$ cat src/rtl/cola_vend_fsm.sv
// rtl/cola_vend_fsm.sv - coin-accumulating single-product vending controller
module cola_vend_fsm #(
  parameter int PRICE = 3,
  parameter int CW    = 8
) (
  input  logic clk,
  input  logic rst_n,
  input  logic pi_money,
  output logic po_cola
);

  typedef enum logic {
    IDLE  = 1'b0,
    ACCUM = 1'b1
  } state_t;

  localparam logic [CW-1:0] PRICE_W  = CW'(PRICE);
  localparam logic [CW-1:0] PRICE_M1 = CW'(PRICE - 1);

  state_t        state;
  logic [CW-1:0] credit;
  logic          credit_bad;

  // State and credit must agree (IDLE <=> zero) and credit must stay below PRICE;
  // anything else is treated as corruption and dropped back to IDLE.
  assign credit_bad = (credit >= PRICE_W) || ((state == IDLE) != (credit == '0));

  always_ff @(posedge clk or negedge rst_n) begin
    if (!rst_n) begin
      state   <= IDLE;
      credit  <= '0;
      po_cola <= 1'b0;
    end else begin
      po_cola <= 1'b0;
      if (credit_bad) begin
        state  <= IDLE;
        credit <= '0;
      end else if (pi_money) begin
        if (credit == PRICE_M1) begin
          state   <= IDLE;
          credit  <= '0;
          po_cola <= 1'b1;
        end else begin
          state  <= ACCUM;
          credit <= credit + CW'(1);
        end
      end
    end
  end

endmodule

$ cat config.mk
export PLATFORM = sky130hd
export DESIGN_NAME = cola_vend_fsm
export DESIGN_NICKNAME = d
export VERILOG_FILES = /design/src/rtl/cola_vend_fsm.sv
export SDC_FILE = /design/constraint.sdc
export NUM_CORES = 1
export LEC_CHECK = 0
export CAP_MARGIN = 20
export CORE_AREA = 2 2 39 41
export DETAILED_ROUTE_END_ITERATION = 12
export DIE_AREA = 0 0 41 43
export DONT_BUFFER_PORTS = 1
export HOLD_SLACK_MARGIN = 0.12
export PLACE_DENSITY = 0.53
export SYNTH_ARGS = -nofsm -noshare
export SYNTH_HDL_FRONTEND = slang
export SYNTH_SLANG_ARGS = --single-unit
$ cat constraint.sdc
create_clock -name clk -period 3 [get_ports clk]
set_clock_uncertainty 0.15 [all_clocks]
set_input_delay 0.9 -clock clk [delete_from_list [all_inputs] [get_ports clk]]
set_output_delay 0.9 -clock clk [all_outputs]
set_load 0.005 [all_outputs]
### Yosys cells after proc, flatten, opt, wreduce, memory -nomap -nowiden

Index checks and enable logic that the tools add are counted.

* register bits: 10
* input bits: 3
* output and inout bits: 1
* logic and storage cells: 20

* add/subtract/negate cells: 1
* $lt $le $gt $ge: 1
* eq/ne operators: 2
* multiplexer cells: 9
* bitwise operators: 1
* reductions and logical operators: 3

Operators with widths (number)
* 2-to-1 mux 8 bit: 3
* adder 8 x 1 -> 8 bit, second input constant: 1
* == test 8 x 2 -> 1 bit, second input constant: 1
* greater-or-equal comparator 8 x 2 -> 1 bit, second input constant: 1
* zero test 8 bit: 1
* 2-to-1 mux 1 bit: 6
* nonzero test 2 bit: 1
* logical OR 1 bit: 1
* != test 1 bit: 1
* NOT 1 bit: 1

### Logic depth before layout (Yosys ltp)

Gate-level depths: netlist (run 1).

* depth after elaboration: 4
* depth in mapped cells: 4
* depth with buffers taken out: 4

### Worst setup path after synthesis (run 1)

No wires, ideal clock.

* path type: input -> register
* from: in pi_money
* to: reg credit[0]
* setup time: 111 ps
* arrival: 1573 ps
* data required time: 2739 ps
* setup slack: 1166 ps
* stages: 2
* buffers on the path: 0
* path through: or3b_1 a2111oi_2

* longest elaborated chain between the ends: 1

Ends and longest elaborated chain
* start: declaration: line 8 `input logic pi_money,`
* nonzero test 2 bit (no source line)
* end signal: assignment: line 45 `credit <= credit + CW'(1);`
* end: declaration: line 21 `logic [CW-1:0] credit;`

No other way between the ends.
A chain may end at the register's enable or synchronous reset.

### Final worst setup path (run 1)

* from: reg credit[0]
* to: reg credit[1]

* longest elaborated chain between the ends: 4
* elaborated cells between the ends (all ways): 10
* classes of those cells: add/sub: 1; order compare: 1; eq/ne: 2; mux: 3; reduce/logical: 3

Ends and longest elaborated chain (line)
* adder 8 x 1 -> 8 bit (tied with other cells): 45
* 2-to-1 mux 8 bit / != test 1 bit (equally long branches): 39, 26
* 2-to-1 mux 8 bit / logical OR 1 bit (equally long branches): 38, 26
* 2-to-1 mux 8 bit / nonzero test 2 bit (equally long branches)

Several ways; a longest one is shown, not always the timed one. The select of a mux whose other input is x is not followed.

==> results of run 1 <==
-- final cells by class --
| cell class | count | area [sq um] | area share, % |
|---|---|---|---|
| sequential | 10 | 250 | 50.1 |
| clock buffer | 4 | 36.3 | 7.27 |
| multi-input combinational | 23 | 185 | 37.1 |
| inverter | 2 | 7.51 | 1.50 |
| tap | 16 | 20.0 | 4.01 |
-- state kept, by name, indices dropped and copies added (netlist names) --
signal,count
credit,8
po_cola,1
state,1
-- metal layers --
layer | vias to the layer above | track usage (%) | share of wire (%)
met5 | - | 0 | 0
met4 | 0 | 8.00 | 0
met3 | 0 | 3.14 | 2.5
met2 | 2 | 12.8 | 59
met1 | 121 | 9.80 | 38
li1 | 118 | - | -
-- cells in the mapped netlist --
library cell | count | area share (%)
a2111oi_1 | 1 | 2.4
nor4_1 | 1 | 1.5
or4bb_1 | 1 | 2.7
nand3b_1 | 1 | 1.8
inv_1 | 2 | 1.8
or3_1 | 1 | 1.5
dfrtp_1 | 10 | 59
nand2b_1 | 4 | 5.9
a2111oi_2 | 2 | 7.1
or3b_1 | 1 | 2.1
or4_4 | 1 | 2.7
ha_1 | 3 | 8.9
xnor2_1 | 1 | 2.1
conb_1 | 1 | 0.88
-- worst min path at each step --
stage | startpoint | end | slack (ns) | cells after the start
final | rst_n | credit[5] | 0.18 | 0
after global routing | rst_n | po_cola | 0.16 | 0
after CTS | rst_n | po_cola | 0.17 | 0
after detailed placement | credit[3] | po_cola | 0.38 | 2
after global placement | credit[6] | credit[0] | 0.38 | 2
after floorplan | credit[3] | po_cola | 0.34 | 2
-- logic make-up (layout without fill, tap and decap cells) --
kind of cell / Yosys count / after routing / synth area share, %
DFF: 10 / 10 / 59.0
xor gates and xnor gates: 1 / 1 / 2.07
AOI/OAI and AO/OA: 3 / 3 / 9.44
other: 1 / 6 / 0.884
adders and majority gates: 3 / 3 / 8.85
buffers and inverters: 2 / 6 / 1.77
and+or+nand+nor: 10 / 10 / 18.0
-- power by group --
part	internal [W]	switching (W)	leakage (nW)	total (W)
Combinational	0.00000277	0.00000329	0.0658	0.00000607
Clock	0.0000735	0.0000418	0.0210	0.000115
Sequential	0.000139	0.00000127	0.126	0.000140
Total	0.000215	0.0000463	0.213	0.000262
-- placed cells by master, fill, tap and decap left out, drive strengths merged --
cell,n
or4,1
ha,3
inv,2
or4bb,1
nand2b,4
xnor2,1
nand3b,1
dfrtp,10
clkbuf,4
or3,1
or3b,1
nor4,1
a2111oi,3
conb,6
-- critical path: stages, from the launching register on --
cell and delay (ns):
dfrtp_1 0.41, ha_1 0.21, or4_4 0.57, a2111oi_1 0.32
-- through the flow --
step                hold WS (ns)  cell area [sq um]
global placement           0.384                463
detailed placement         0.378                463
floorplan                  0.338                443
CTS                        0.168                499
finish                     0.183                499
global route               0.157                499
==> results.txt, run 1 <==
outcome -> finished, final reports clean
largest net degree at the start of global routing -> 11
clock transition at the registers of the reported paths -> 0.06 ns
Crit. End Element -> flop
crit path from -> credit[0]
worst setup path endpoint -> credit[1]
GP Congestion -> 0.626
Num CTS Buffers -> 3
CTS tree -> built
DRT Pass-1 Iters -> 3
wire length per cell -> 10.4 um
vias per inst -> 4.38
post_cts resized -> 0
setup violators final -> 0
Post-Syn Area -> 424 sq um
initial DRC count -> 1
IR drop worst, VDD -> 0.000201 V
post-layout util -> 36.1%
DRC viols -> 0
CTS Buffer Depth -> 2
data required time at the worst endpoint -> 2.97 ns
Buffers on Ports -> 0
Place WS -> 1.10 ns
GRT Total Usage -> 8.97%
Yosys cell types -> 14
# hold bufs at CTS -> 0
CP Max Fanout -> 4
clk_lat worst skew -> 0.25 ns
leakage power -> 0.213 nW
fin worst setup slack -> 1.22 ns
grt total ovfl -> 0
vias in the first global route -> 241
Cell Rows -> 14
WS Path Type -> flop to flop
Area Growth Syn to Fin -> 17.7%
Design Power -> 0.000262 W
Critical Path AT -> 1.76 ns
register bit total from synthesis -> 10
Detail Route Antenna Nets -> 0
final worst-path cycle share -> 59.5%
Die Ht -> 43 um
final hold vios -> 0
global-route wire length before repair -> 972 um
R2R cell count -> 3
startpoint types -> flop
drt total wl -> 571 um
RSZ-0062 raised after global routing -> false
Die X -> 41 um
final std cells w/o fill -> 55
Max Cap Viol -> 0
Mapped Avg Cell Area -> 14.1 sq um
layout cells sized above 1 -> 17.9%
Worst R2R Start -> credit[0]
P per Cell Area -> 524 nW/um^2
Antenna Cells -> 0
number of setup buffers added after CTS -> 0
Post-DP HPWL -> 471 um
Peak Freq -> 560 MHz
Ports -> 4
Starting Density -> 30.7%
Clock Sink Count -> 10
via count -> 241
Inst Count DP -> 51
initial antenna violation count -> 0
worst hold path type -> input port to asynchronous set/reset pin
Syn Inst Count -> 30
max-slew violations -> 0
sequential cell area fraction in the yosys report -> 59.0%
Root Driver -> clkbuf_4
die area -> 1760 sq um
reg2reg end -> credit[1]
synth warn -> 0
Post-Route Setup TNS -> 0 ns
minimum clock period -> 1.78 ns
Core Area -> 1380 sq um
H-tree depth -> 1
Fillers -> 135
reg2reg setup slack -> 1.22 ns
Final #Nets -> 46
(Power assumes the default switching activity.)
==> inputs of run 2 (changes only) <==
PLACE_DENSITY = 0.54   (was 0.53)
clock period = 1.5 ns   (was 3 ns; I/O delays follow)
==> run 2 against run 1 <==
The flow now finishes with violations (negative setup slack). Wire length increased by 17%. Global-route usage increased by 2.0 points. Die area unchanged. Critical endpoint is now credit[0]. Fmax increased by 13%. Count of clock-buffer cells in the layout decreased by 1. Final cell count increased by 3.6%. Power increased by 82%. Utilization increased by 4.6 points. Worst setup slack got worse by 1.3 ns.
==> results.txt, run 2 (synthesis gave the netlist of run 1 again) <==
outcome -> complete, but fails checks
failing checks -> negative setup slack
clock transition at the registers of the reported paths -> 0.06 ns (about the same)
max reg flops -> 8 (unchanged)
Ports -> 4 (unchanged)
vias in the first global route -> 301 (+25%)
Critical Path AT -> 1.58 ns (-0.18 ns)
post-layout util -> 40.7% (+4.6 points)
leakage power -> 0.231 nW (+8.8%)
reg2reg end -> credit[0]
minimum clock period -> 1.59 ns (-0.198 ns)
die area -> 1760 sq um (unchanged)
R2R cell count -> 3 (unchanged)
DRC viols -> 0 (unchanged)
Antenna Cells -> 0 (unchanged)
Placement Cell Area -> 470 sq um (+1.6%)
worst hold stages -> 2
Hold EP -> credit[1]
Core Area -> 1380 sq um (unchanged)
Max Cap Viol -> 0 (unchanged)
Cell Chain, Critical Path -> ha_1 -> or4_4 -> a2111oi_4
data required time at the worst endpoint -> 1.50 ns (-1.47 ns)
Die X -> 41 um (unchanged)
Final #Nets -> 49 (+6.5%)
Worst R2R Start -> credit[1]
Starting Density -> 30.7% (unchanged)
max incr delay on CP -> 0.47 ns (-0.10 ns)
DRT Pass-1 Iters -> 1 (-2)
Hold Startpoint -> pi_money
CP Max Fanout -> 4 (unchanged)
final worst-path cycle share -> 106% (+46 points)
clk_lat worst skew -> 0.25 ns (about the same)
commonest non-fill, non-tap cell in the layout -> dfrtp_1
drt total wl -> 666 um (+17%)
Crit. End Element -> flop
fin worst setup slack -> -0.0862 ns (-1.30 ns)
Buffers on Ports -> 0 (unchanged)
Die Ht -> 43 um (unchanged)
max-slew violations -> 0 (unchanged)
IR drop worst, VDD -> 0.000428 V (+110%)
initial antenna violation count -> 0 (unchanged)
largest net degree at the start of global routing -> 11 (unchanged)
CTS tree -> built
layout cells sized above 1 -> 31.7% (+14 points)
Post-DP HPWL -> 484 um (+2.7%)
P per Cell Area -> 847 nW/um^2 (+62%)
final hold vios -> 0 (unchanged)
CP top delay family -> simple AND/OR/NAND/NOR gates
reg2reg setup slack -> -0.09 ns (-1.30 ns)
Peak Freq -> 630 MHz (+13%)
global-route wire length before repair -> 1.26 mm (+29%)
Fin Hold WS -> 0.228 ns (+0.0454 ns)
GRT Total Usage -> 11.0% (+2.0 points)
worst hold path type -> input port to flop
Cell Rows -> 14 (unchanged)
Design Power -> 0.000477 W (+82%)
WS Path Type -> flop to flop
via count -> 251 (+4.1%)
Clock Sink Count -> 10 (unchanged)
Root Driver -> clkbuf_4
top flop regs -> credit x8, po_cola x1, state x1
Fillers -> 142 (+5.2%)
most flop-heavy register -> credit
setup violators final -> 4 (+4)
GP Congestion -> 0.693 (+11%)
wire length per cell -> 11.7 um (+13%)
Crit-path slowest cell -> or4_4
grt total ovfl -> 0 (unchanged)
Detail Route Antenna Nets -> 0 (unchanged)
Area Growth Syn to Fin -> 32.7%
initial DRC count -> 0 (-1)
RSZ-0062 raised after global routing -> true
critical path buffer and inverter count -> 0 (unchanged)
H-tree depth -> 1 (unchanged)
vias per inst -> 4.40 (+0.50%)
most frequent cells in the layout -> 10 x dfrtp_1, 6 x conb_1, 4 x nand2b_1
startpoint types -> flop
CTS Buffer Depth -> 2 (unchanged)
Num CTS Buffers -> 3 (unchanged)
post-route cell area -> 563 sq um (+13%)
[run 2: changes by cell type in the layout (fill, tap and decap cells not counted), sizes merged]
cell         change
clkbuf           -1
dlygate4sd3      +1
buf              +2
[run 2: final cells by class]
cell class | instances | area (sq um) | share of cell area (%)
Clock buffer | 3 | 22.5 | 4.00
Multi-Input combinational cell | 23 | 238 | 42.2
Sequential cell | 10 | 250 | 44.4
Tap cell | 16 | 20.0 | 3.56
Timing Repair Buffer | 3 | 25.0 | 4.44
Inverter | 2 | 7.51 | 1.33
[run 2: worst max-delay path by stage]
stage          cells past startpoint  slack, ns   endpoint      start
6_report                           3      -0.09  credit[0]  credit[1]
5_1_grt                            4      -0.15  credit[0]  credit[0]
4_1_cts                            4      -0.13  credit[0]  credit[0]
3_5_place_dp                       4      -0.21  credit[0]  credit[0]
3_3_place_gp                       4      -0.07  credit[0]  credit[0]
2_1_floorplan                      4      -0.01  credit[0]  credit[0]
[run 2: what timing repair did]
action | 4_1_cts | 5_1_grt
endpoints found under the setup margin | 4 | 4
pin swaps | 2 | 1
hold buffers | 1 | 0
buffers inserted | 2 | 0
endpoints found under the hold margin | 10 | 0
cloned | 0 | 0
resized for setup | 5 | 1
[run 2: layer usage]
layer | wire length, um | track usage (%)
met2 | 379 | 15.9
met5 | 0 | 0
met3 | 22 | 3.14
met1 | 254 | 13.2
met4 | 10 | 8.00
[run 2: worst register-to-register path, delay by kind of cell (launching register included)]
| family | cells | cell delay [ns] |
|---|---|---|
| AO/OA/AOI/OAI | 1 | 0.22 |
| AND/OR/NAND/NOR | 1 | 0.47 |
| adder cells (fa/ha/maj) | 1 | 0.21 |
| flip-flops | 1 | 0.43 |
[run 2: where the power goes]
part | switching [W] | internal (W)
Sequential | 0.00000269 | 0.000278
Combinational | 0.0000145 | 0.00000978
Clock | 0.0000798 | 0.0000921
Total | 0.0000970 | 0.000380
[run 2: per-stage QoR]
step                TNS, ns  setup WS (ns)  cells
floorplan           -0.0149        -0.0149     35
global placement     -0.220        -0.0736     51
detailed placement   -0.391         -0.206     51
CTS                  -0.331         -0.133     57
global route         -0.515         -0.150     57
finish               -0.261        -0.0862     57
==> patch 1: new RTL, config.mk and constraints of run 2 <==
The parameter `CW` goes from 8 to 9.
--- a/src/rtl/cola_vend_fsm.sv
+++ b/src/rtl/cola_vend_fsm.sv
@@ -3,3 +3,3 @@
   parameter int PRICE = 3,
-  parameter int CW    = 8
+  parameter int CW    = 9
 ) (
Function: same outputs for any inputs over 10 cycles, from zero or initial values and one cycle with rst_n low; that may be too few to reach the edited logic, so the function may still have changed.
==> patch 1 against run 2 <==
- routed wire length fell by 7.5%
- via count fell by 3.6%
- synthesized area fell by 2.7%
- worst setup slack improved by 0.19 ns
- largest power group unchanged
- sequential power rose by 10%
- highest routed layer unchanged
- final area fell by 10%
- sequential cell count rose by 1
- power rose by 7.6%
- critical path depth rose by 2
- clock power rose by 9%
==> patch 1: results (changes against run 2) <==
stage	metric	value	unit	change
status	status	complete, no violations		
finish	top_regs	credit x9, po_cola x1, state x1		
logic_synthesis	synth.area.top_cells	dfrtp_1 (67%), ha_1 (9.1%), nand2b_1 (3.0%)		
logic_synthesis	netlist_top_cells_count	dfrtp_1 (11), ha_1 (3)		
placed_design	pre_cts_ws	0.0681	ns	+0.274 ns
grt	grtUsageTotal	10.0	%	-0.99 points
critical_path	rr_worst_depth	5		+2
sta	whs	0.164	ns	-0.0636 ns
critical_path	reg2reg_to	state		
routing	routedWlPerCell	10.6	um	-9.1%
routing	firstDrtPassIters	1		unchanged
routing	drtIter0Drc	0		unchanged
placed_design	dp_hpwl	499	um	+3.1%
logic_synthesis	post_synth_fa_ha_maj_area_fraction	9.09	%	+0.24 points
critical_path	r2r_setup_slack	0.10	ns	+0.19 ns
pwr	leakagePower	0.224	nW	-3.1%
logic_synthesis	synth_compound_area_share	4.55	%	-4.9 points
grt	grt_max_degree	12		+1
clock_network	path_clk_slew	0.06	ns	about the same
hold_path	hold_path_end	po_cola		
critical_path	worstPathArrival	1.43	ns	-0.15 ns
logic_synthesis	synth_top_area_share	66.7	%	+7.7 points
logic_synthesis	synth-xor-area-share	2.12	%	+0.056 points
finish	layout-drive-gt1-share	19.0	%	-13 points
logic_synthesis	yosysSeqAreaShare	66.7	%	+7.7 points
grt	grt_pass1_vias	274		-9.0%
logic_synthesis	synth.distinct_cells	15		+1
logic_synthesis	synth_mux_area_share	2.73	%	+2.7 points
finish	num_antenna_cells	0		unchanged
placed_design	place_congestion	0.588		-15%
finish	fill_cells	136		-4.2%
pwr	intPower	414	uW	+9.0%
==> patch 1: kinds of logic after synthesis <==
family          Yosys count
flops                    11
simple gates              9
fa+ha+maj                 3
compound gates            3
buf+inv                   2
other cells               1
xor+xnor                  1
mux                       1
==> patch 1: layer usage <==
| metal | GRT usage (%) | part of all wire (%) | routed length, um |
|---|---|---|---|
| met5 | 0 | 0 | 0 |
| met4 | 10.0 | 2.8 | 17 |
| met3 | 4.71 | 6.0 | 37 |
| met2 | 15.6 | 55 | 338 |
| met1 | 8.22 | 36 | 223 |
==> patch 1: critical path, stage by stage, from the launching register on <==
cell	delay [ns]
dfrtp_1	0.41
inv_2	0.09
ha_1	0.16
xor2_1	0.19
o2111ai_2	0.17
a21oi_1	0.16
==> patch 1: how the worst max path moves through the flow <==
stage                     startpoint        end  slack (ns)  depth (start not counted)
final                      credit[1]      state        0.10                          5
after CTS                  credit[0]  credit[1]        0.05                          5
after global routing       credit[0]  credit[1]       -0.04                          5
after global placement     credit[1]  credit[0]        0.09                          4
after floorplan            credit[0]  credit[0]        0.21                          5
after detailed placement   credit[0]  credit[1]        0.07                          5
==> patch 1: stage by stage <==
step,util [%],power [mW],instance area [sq um],std cells
3_5_place_dp,32.9,0.322,455,53
4_1_cts,35.5,0.525,492,58
5_1_grt,36.4,0.542,504,58
2_1_floorplan,-,0.320,435,37
3_3_place_gp,32.9,0.321,455,53
6_report,36.4,0.513,504,58
==> patch 1: power groups by stage <==
stage,Clock (mW),Combinational [mW],Sequential (mW)
4_1_cts,0.201,0.0141,0.309
3_3_place_gp,0,0.00633,0.314
2_1_floorplan,0,0.00584,0.314
3_5_place_dp,0,0.00659,0.315
6_report,0.188,0.0150,0.310
5_1_grt,0.214,0.0176,0.310
==> patch 1: area by class of cell <==
type | instances | share of cell area (%)
Sequential cell | 11 | 54.6
Tap cell | 16 | 3.97
Timing Repair Buffer | 1 | 1.99
Multi-Input combinational cell | 24 | 32.8
Clock buffer | 4 | 5.21
Inverter | 2 | 1.49
==> patch 1: what timing repair did <==
action | in CTS | in global routing
gates resized for setup | 0 | 4
hold buffers | 1 | 0
endpoints found under the hold margin | 11 | 0
buffers inserted | 0 | 0
setup endpoints to repair | 0 | 4
==> patch 2: new RTL, config.mk and constraints of run 2 <==
Without the edit above. Put one more register stage on the output `po_cola`, cleared by the reset. The value now appears one clock later.
--- a/src/rtl/cola_vend_fsm.sv
+++ b/src/rtl/cola_vend_fsm.sv
@@ -19,2 +19,4 @@
 
+  logic po_cola_s0;
+
   state_t        state;
@@ -31,5 +33,5 @@
       credit  <= '0;
-      po_cola <= 1'b0;
+      po_cola_s0 <= 1'b0;
     end else begin
-      po_cola <= 1'b0;
+      po_cola_s0 <= 1'b0;
       if (credit_bad) begin
@@ -41,3 +43,3 @@
           credit  <= '0;
-          po_cola <= 1'b1;
+          po_cola_s0 <= 1'b1;
         end else begin
@@ -50,2 +52,10 @@
 
+  always_ff @(posedge clk or negedge rst_n) begin
+    if (!rst_n) begin
+      po_cola <= '0;
+    end else begin
+      po_cola <= po_cola_s0;
+    end
+  end
+
 endmodule
Formal check against the unedited RTL: not equivalent (Yosys sat finds a counterexample within 4 cycles, from zero or initial values and one cycle with rst_n low).
==> patch 2 against run 2 <==
- the flow still finishes with violations (setup timing)
- power up 12%
- largest power group unchanged
- non-clock buffer count shrank 1
- worst setup slack improved by 0.0039 ns
- final area increased by 2.2%
- synthesized area grew 5.9%
- combinational power is 3% lower
- sequential power is 9.6% higher
- sequential cell count increased by 1
- critical path type unchanged
- highest routed layer is now met3
- routed wire length increased by 5.3%
==> patch 2: results (changes against run 2) <==
stage	metric	value	unit	change
status	status	finished, violations left		
status	violations	setup timing		
grt	grt_pass1_wl	1.17	mm	-6.5%
logic_synthesis	synth.area.top_cells	dfrtp_1 (61%), ha_1 (8.4%), a2111oi_2 (6.7%)		
finish	seqCellArea	275	sq um	+10%
placed_design	dp_cells	53		+3.9%
clock_network	post_cts_resized	4		-1
hold_path	holdCritStartpoint	po_cola_s0		
placed_design	place_congestion	0.683		-1.4%
logic_synthesis	netlist_top_cells_count	dfrtp_1 (11), nand2b_1 (4), ha_1 (3)		
clock_network	path_clk_slew	0.08	ns	+0.02 ns
logic_synthesis	yosysSeqAreaShare	61.3	%	+2.3 points
logic_synthesis	synth-xor-area-share	1.95	%	-0.12 points
placed_design	placed_area	503	sq um	+6.9%
routing	firstDrtPassIters	2		+1
routing	vias_per_cell	4.48		+1.8%
clock_network	cts_setup_buffers	0		-2
logic_synthesis	synth_compound_area_share	8.91	%	-0.53 points
logic_synthesis	post_synth_fa_ha_maj_area_fraction	8.36	%	-0.49 points
finish	layout-drive-gt1-share	31.0	%	-0.75 points
placed_design	pre_cts_ws	-0.0769	ns	+0.130 ns
routing	drtIter0Drc	4		+4
sta	setup_violations	4		unchanged
clock_network	insertion_delay	0.27	ns	+0.02 ns
sta	fin_ws	-0.0823	ns	+0.00387 ns
pwr	leakagePower	0.238	nW	+3.1%
placed_design	dp_hpwl	478	um	-1.1%
sta	setup_tns	-0.162	ns	+0.0990 ns
grt	grtUsageTotal	10.2	%	-0.83 points
routing	met3WireLength	27	um	+23%
grt	grt_max_degree	12		+1
routing	vias	260		+3.6%
routing	wl_met1	287	um	+13%
hold_path	hold_path_depth	0		-2
critical_path	rr_worst_depth	4		+1
critical_path	cp-startpoint	credit[0]		
routing	totalWireLength	701	um	+5.3%
hold_path	min_path_type	reg -> reg		
pwr	vdd_drop_max	442	uV	+3.2%
hold_path	hold_path_end	po_cola		
## patch 2: cell count changes after synthesis, sizes merged
cell,run 2,this run
dfrtp,10,11
## patch 2: critical path, stage by stage (launching register included)
cell and delay, ns:
dfrtp_1 0.39, inv_2 0.05, ha_2 0.19, or3b_1 0.40, a2111oi_2 0.30
## patch 2: cell type report
class,instances,share of cell area (%)
Sequential cell,11,47.8
Clock inverter,1,0.870
Clock buffer,3,3.91
Inverter,2,1.30
Timing Repair Buffer,2,3.04
Tap cell,16,3.48
Multi-Input combinational cell,23,39.6
## patch 2: power by group through the flow
stage / Combinational (mW) / Sequential, mW / Clock [mW]
final: 0.0235 / 0.308 / 0.203
after CTS: 0.0236 / 0.308 / 0.207
after detailed placement: 0.0129 / 0.314 / 0
after floorplan: 0.0116 / 0.313 / 0
after global placement: 0.0131 / 0.313 / 0
after global routing: 0.0266 / 0.308 / 0.230
